===== src/rtl/reduce_pipe_nway_pkg.sv =====
// Shared op codes and sizing helpers for the pipelined N-way bit reduction.
package reduce_defs;

  typedef enum logic [2:0] {
    OP_AND  = 3'd0,
    OP_OR   = 3'd1,
    OP_XOR  = 3'd2,
    OP_NAND = 3'd3,
    OP_NOR  = 3'd4,
    OP_XNOR = 3'd5,
    OP_RSV6 = 3'd6,
    OP_RSV7 = 3'd7
  } op_e;

  function automatic int unsigned levels_of(input int unsigned n);
    return $clog2(n);
  endfunction

  // Operand width entering tree level k after k ceiling-halvings.
  function automatic int unsigned width_at(input int unsigned n, input int unsigned k);
    int unsigned w;
    w = n;
    for (int unsigned i = 0; i < k; i++) w = (w + 1) / 2;
    return w;
  endfunction

  function automatic logic identity(input op_e op);
    return (op == OP_AND) || (op == OP_NAND);
  endfunction

  function automatic logic base_op(input op_e op, input logic a, input logic b);
    case (op)
      OP_AND, OP_NAND: return a & b;
      OP_OR,  OP_NOR:  return a | b;
      default:         return a ^ b;
    endcase
  endfunction

  function automatic logic is_inverting(input op_e op);
    return (op == OP_NAND) || (op == OP_NOR) || (op == OP_XNOR);
  endfunction

  function automatic logic is_reserved(input op_e op);
    return (op == OP_RSV6) || (op == OP_RSV7);
  endfunction

endpackage


===== src/rtl/reduce_pipe_nway_stage.sv =====
// One tree level: pairwise-reduces its operand vector and holds valid/op/partials.
module reduce_stage
  import reduce_defs::*;
#(
  parameter  int unsigned IN_W  = 2,
  localparam int unsigned OUT_W = (IN_W + 1) / 2
) (
  input  logic             clk,
  input  logic             rst,
  input  logic             up_valid,
  input  op_e              up_op,
  input  logic [IN_W-1:0]  up_data,
  output logic             up_ready,
  input  logic             dn_ready,
  output logic             dn_valid,
  output op_e              dn_op,
  output logic [OUT_W-1:0] dn_data
);

  logic [2*OUT_W-1:0] padded;
  logic [OUT_W-1:0]   half;

  // Odd widths get one identity leaf so the extra operand passes through unchanged.
  always_comb begin
    padded = {(2*OUT_W){identity(up_op)}};
    padded[IN_W-1:0] = up_data;
    half = '0;
    for (int unsigned i = 0; i < OUT_W; i++) begin
      half[i] = base_op(up_op, padded[2*i], padded[2*i+1]);
    end
  end

  assign up_ready = !dn_valid || dn_ready;

  always_ff @(posedge clk or posedge rst) begin
    if (rst) begin
      dn_valid <= 1'b0;
    end else if (up_ready) begin
      dn_valid <= up_valid;
    end
  end

  always_ff @(posedge clk) begin
    if (up_ready && up_valid) begin
      dn_op   <= up_op;
      dn_data <= half;
    end
  end

endmodule


===== src/rtl/reduce_pipe_nway.sv =====
// Pipelined AND/OR/XOR (and inverted) reduction of NB_IN bits, one register per tree level.
module reduce_pipe_nway
  import reduce_defs::*;
#(
  parameter int unsigned NB_IN = 8
) (
  input  logic             clk,
  input  logic             rst,
  input  logic             in_valid,
  output logic             in_ready,
  input  logic [NB_IN-1:0] in_data,
  input  logic [2:0]       in_op,
  output logic             out_valid,
  input  logic             out_ready,
  output logic             out_data,
  output logic             out_err
);

  localparam int unsigned LEVELS = levels_of(NB_IN);

  genvar k;
  for (k = 0; k < LEVELS; k++) begin : g_st
    localparam int unsigned WI = width_at(NB_IN, k);
    localparam int unsigned WO = width_at(NB_IN, k + 1);

    logic [WI-1:0] din;
    logic          vin;
    op_e           opin;
    logic          rdy_dn;
    logic [WO-1:0] dq;
    logic          vq;
    op_e           opq;
    logic          rdy_up;

    if (k == 0) begin : g_src
      assign din  = in_data;
      assign vin  = in_valid;
      assign opin = op_e'(in_op);
    end else begin : g_src
      assign din  = g_st[k-1].dq;
      assign vin  = g_st[k-1].vq;
      assign opin = g_st[k-1].opq;
    end

    if (k == LEVELS - 1) begin : g_snk
      assign rdy_dn = out_ready;
    end else begin : g_snk
      assign rdy_dn = g_st[k+1].rdy_up;
    end

    reduce_stage #(.IN_W(WI)) u_stage (
      .clk      (clk),
      .rst      (rst),
      .up_valid (vin),
      .up_op    (opin),
      .up_data  (din),
      .up_ready (rdy_up),
      .dn_ready (rdy_dn),
      .dn_valid (vq),
      .dn_op    (opq),
      .dn_data  (dq)
    );
  end

  logic last_v;
  logic last_d;
  op_e  last_op;

  assign last_v  = g_st[LEVELS-1].vq;
  assign last_d  = g_st[LEVELS-1].dq;
  assign last_op = g_st[LEVELS-1].opq;

  assign in_ready  = !rst && g_st[0].rdy_up;
  assign out_valid = last_v;
  assign out_err   = last_v && is_reserved(last_op);
  assign out_data  = last_v && !is_reserved(last_op) && (last_d ^ is_inverting(last_op));

endmodule


===== config.mk =====
export PLATFORM = sky130hd
export DESIGN_NAME = reduce_pipe_nway
export DESIGN_NICKNAME = d
export VERILOG_FILES = /design/src/rtl/reduce_pipe_nway_pkg.sv /design/src/rtl/reduce_pipe_nway_stage.sv /design/src/rtl/reduce_pipe_nway.sv
export SDC_FILE = /design/constraint.sdc
export NUM_CORES = 1
export LEC_CHECK = 0
export CORE_MARGIN = 2
export CORE_UTILIZATION = 48
export CTS_BUF_LIST = sky130_fd_sc_hd__clkbuf_4 sky130_fd_sc_hd__clkbuf_8 sky130_fd_sc_hd__clkbuf_16
export DETAILED_ROUTE_END_ITERATION = 10
export PLACE_DENSITY = 0.78
export SKIP_CTS_REPAIR_TIMING = 1
export SYNTH_ARGS = -nofsm -noshare
export SYNTH_HDL_FRONTEND = slang
export SYNTH_SLANG_ARGS = --single-unit

===== constraint.sdc =====
create_clock -name clk -period 3.45 [get_ports clk]
set_input_delay 0.69 -clock clk [delete_from_list [all_inputs] [get_ports clk]]
set_output_delay 0.69 -clock clk [all_outputs]
set_load 0.03 [all_outputs]

-- Word level (Yosys, flattened, before mapping)
Index checks and enable logic that the tools add are counted.
- register bits after elaboration: 19
- bitwise gates (word level): 22
- equality and inequality tests: 14
- reduce and logical (&&, ||, !) cells: 27
- muxes and demuxes: 7
- operators by type and width (operator ; number):
    $eq 3x3->1 const B ; 7
    $pmux 1 s2 ; 7
    $eq 3x2->1 const B ; 4
    $reduce_or 2->1 ; 6
    $eq 3x1->1 const B ; 3
    $logic_not 3->1 ; 3
    $xor 1x1->1 ; 8
    $and 1x1->1 ; 7
    $logic_and 1x1->1 ; 7
    $or 1x1->1 ; 7
    $logic_or 1x1->1 ; 6
    $logic_not 1->1 ; 5

-- Depth between registers and ports, before layout
- depth after elaboration: 5
- depth in mapped cells: 5
- gate-level depth less buffers: 5

-- Cells and area by module
Synthesis repeated with hierarchy kept, for this count alone.
- cell total of the unflattened synthesis: 125
- area total of the unflattened synthesis: 1321.3 um2
- modules (own cells, without submodules) (module ; instances ; cells each ; area an instance (um2) ; seq. area each (um2)):
    reduce_stage (g_st[0].u_stage) ; 1 ; 60 ; 619.3 ; 235.2
    reduce_stage (g_st[1].u_stage) ; 1 ; 36 ; 392.9 ; 175.2
    reduce_stage (g_st[2].u_stage) ; 1 ; 21 ; 257.7 ; 145.1
    reduce_pipe_nway ; 1 ; 8 ; 51.3 ; 0.0

-- Worst setup path before layout
No wires, ideal clock.
- path type: input to output
- start: input port out_ready
- end: output port in_ready
- path buffers: 0
- stages on the path: 2
- path slack: 1.454 ns
- arrival time: 1.306 ns
- cell sequence: nor2b_1 -> a31oi_1
- cells in the longest elaborated chain, start to end: 4
- ends and longest elaborated chain (element ; RTL line ; source):
    from (decl) ; reduce_pipe_nway.sv:14 ; input logic out_ready,
    $logic_or 1x1->1 (3 in a row) ; reduce_pipe_nway_stage.sv:33 ; assign up_ready = !dn_valid || dn_ready;
    $logic_and 1x1->1 ; reduce_pipe_nway.sv:73 ; assign in_ready = !rst && g_st[0].rdy_up;
    to (decl) ; reduce_pipe_nway.sv:10 ; output logic in_ready,
Every way passes these cells.

-- Worst setup path in the final report
Ends and elaborated chain as after synthesis.

==> run metrics <==
Worst Tran Pin Value ~0.68 ns; WP data arrival around 2.1 ns; Clock Latency Late Sink 0.29 ns; register area share after synthesis 0.4409; Die Wd ~55 um; CP max stage delay roughly 0.60 ns; Final Max Tran Viols 0; pwr/cell area between 300 and 400 nW/um2; initial antenna violation count 0; Initial Util 0.5086; placed inst area between 1000 and 1500 um2; Fillers approximately 220; clk_skew just over 0.006 ns; Final HPWL DP 1.617 mm; Warnings, synthesis 0; Yosys top cell by area edfxtp_1; crit-path most repeated cell clkdlybuf4s50_1; setup violators final 0; crit path capture type output pin; TritonCTS clock tree done; drc violations 0; global-route total usage across every layer 0.1484; CTS Buf Count 3; H-Tree Depth 1; vias in the first global route between 900 and 1000; final net count 167; Synth area leaders edfxtp_1 38%, ha_1 14%, dfrtp_1 6.0%; largest net degree at the start of global routing 19; Cell Rows 18; clk slew on worst S/H paths roughly 0.09 ns; fraction of layout cells with a size suffix above 1 0.05109; cells after synthesis 119; multi-input logic area 608.1 um2; Die Height between 50 and 60 um; Non-Filler Cell Area, Final roughly 1500 um2; ant diodes 0; Rel. slew slack 0.5432; max cap viols 0; Crit path required time 2.76 ns; GP Congestion between 0.7 and 0.8; Post-synth ARST share 0.1579; Worst Setup Start Kind primary input; CP Launch Point out_ready; Final Critical Period 2.805 ns; Detail Route Antenna Nets 0; post-synthesis cell type count 34; unrepaired setup endpoints after global routing no; final cycle utilization of the critical path 0.8129; hold wc startpoint g_st[0].u_stage.dn_valid; Pleak approximately 0.63 nW; DR vias/cell approximately 5.5; Post-Syn Area between 1000 and 1500 um2; Die ar. 3051 um2; Fin Setup TNS 0 ns; Max clock buf depth 2; CP max FO 6; vias slightly above 900; Layout area overhead 17.68%; number of synthesized flops with an enable pin 16; Highest Clock Rate around 0.36 GHz; Peak VDD IR about 0.28 mV; final-report hold violation count 0; WL/cell between 10 and 15 um; drt pass-1 iters 4; Reg-to-Reg Start g_st[2].u_stage.dn_valid; clock sinks 19; Crit Path Class primary input to output pin; CP max-delay cell clkdlybuf4s50_1; first-pass GRT wire length ~3.7 mm; first-iteration detailed-routing DRC count 21; most instantiated cells after synthesis 18 x inv_1, 16 x edfxtp_1, 14 x ha_1; final wirelength between 2 and 2.5 mm; FF/Latch Area 555.5 um2; Mapped Avg Cell Area 10.59 um2; Mapped Nets ~150; grt ovf 0; CP Cell Sequence clkdlybuf4s50_1 > nor2b_1 > a31oi_1 > clkdlybuf4s50_1; CTS Root Cell clkbuf_4; Synth top area share 0.3813; io pins 19; Port Buf Inserts 18; run status finished clean; Hold Crit Class flop to flop; count leader, synth inv_1; core area around 2500 um2; synthesized flop and latch total 19; Post-synth top flop edfxtp_1
==> per-layer routing <==
metal | vias to the layer above | share of wire | GRT usage
met3 | 6 | 0.027 | 0.02342
met2 | 20 | 0.53 | 0.2789
met5 | - | 0 | 0
met1 | 411 | 0.41 | 0.1506
met4 | 0 | 0.030 | 0.09059
li1 | 477 | - | -
==> metrics by stage <==
stage | util | std cells | total power, mW | worst slack, ns | hold WS [ns]
6_report | 0.5985 | 167 | 0.5489 | 0.6454 | 0.5078
2_1_floorplan | - | 119 | 0.3899 | 1.454 | 0.4436
5_1_grt | 0.5985 | 167 | 0.5836 | 0.5226 | 0.5446
4_1_cts | 0.5985 | 167 | 0.5522 | 0.6524 | 0.5129
3_5_place_dp | 0.5864 | 163 | 0.4376 | 0.6613 | 0.4902
3_3_place_gp | 0.5864 | 163 | 0.4276 | 0.6880 | 0.4875
==> cell usage in the layout (no fill, tap or decap), drive strengths merged <==
cell type,count
inv,19
clkdlybuf4s50,18
edfxtp,16
ha,14
nand2,6
o21ai,6
nor4b,5
a31oi,5
and3b,5
nor2b,4
clkbuf,4
o22ai,3
o32ai,3
a221oi,3
dfrtp,3
nand2b,3
nand3,2
o311ai,2
xnor2,2
and3,2
mux2i,2
a21o,1
nor4,1
or4,1
nor2,1
nor3,1
nor3b,1
o31a,1
and2,1
a21boi,1
or2,1
==> final timing paths <==
kind | end | slack [ns] | depth (start not counted)
worst max-delay path | in_ready | 0.65 | 4
worst min-delay path | g_st[1].u_stage.dn_valid | 0.51 | 1
worst max register to register | g_st[1].u_stage.dn_op[0] | 1.92 | 2
worst min register to register | g_st[1].u_stage.dn_valid | 0.51 | 1
max in group asynchronous | g_st[0].u_stage.dn_valid | 2.73 | 2
min in group asynchronous | g_st[2].u_stage.dn_valid | 0.59 | 2
==> worst max-delay path: cells and delay by family <==
kind                   cells  cell delay [ns]
AO/OA/AOI/OAI              1             0.13
AND/OR/NAND/NOR            1             0.29
buffers and inverters      2             1.00
==> kinds of logic (layout without fill, tap and decap cells) <==
group / count (synthesis) / count (layout) / share of synthesized area
AOI/OAI and AO/OA: 25 / 25 / 0.1381
xor gates and xnor gates: 2 / 2 / 0.01391
adders and majority gates: 14 / 14 / 0.1390
buffers and inverters: 23 / 41 / 0.07645
DFF: 19 / 19 / 0.4409
muxes: 2 / 2 / 0.01589
and+or+nand+nor: 34 / 34 / 0.1758
==> sequential cells by signal, indices dropped and copies added, names as in the netlist <==
signal and cells:
g_st.u_stage.dn_op 9, g_st.u_stage.dn_data 7, g_st.u_stage.dn_valid 3
==> area by class of cell <==
cell class | count | share of cell area
flip-flops and latches | 19 | 0.3747
clock buffers | 4 | 0.02025
multi-input cells | 77 | 0.4101
well taps | 30 | 0.02532
inverters | 19 | 0.04810
repair buffers | 18 | 0.1215
==> power breakdown <==
part / total [mW] / switching, mW / leakage (nW) / internal, mW
logic: 0.132 / 0.0651 / 0.421 / 0.0667
clock network: 0.117 / 0.0641 / 0.0184 / 0.0529
registers: 0.300 / 0.0205 / 0.186 / 0.280
Note: power is estimated with default switching activity, not from simulation.
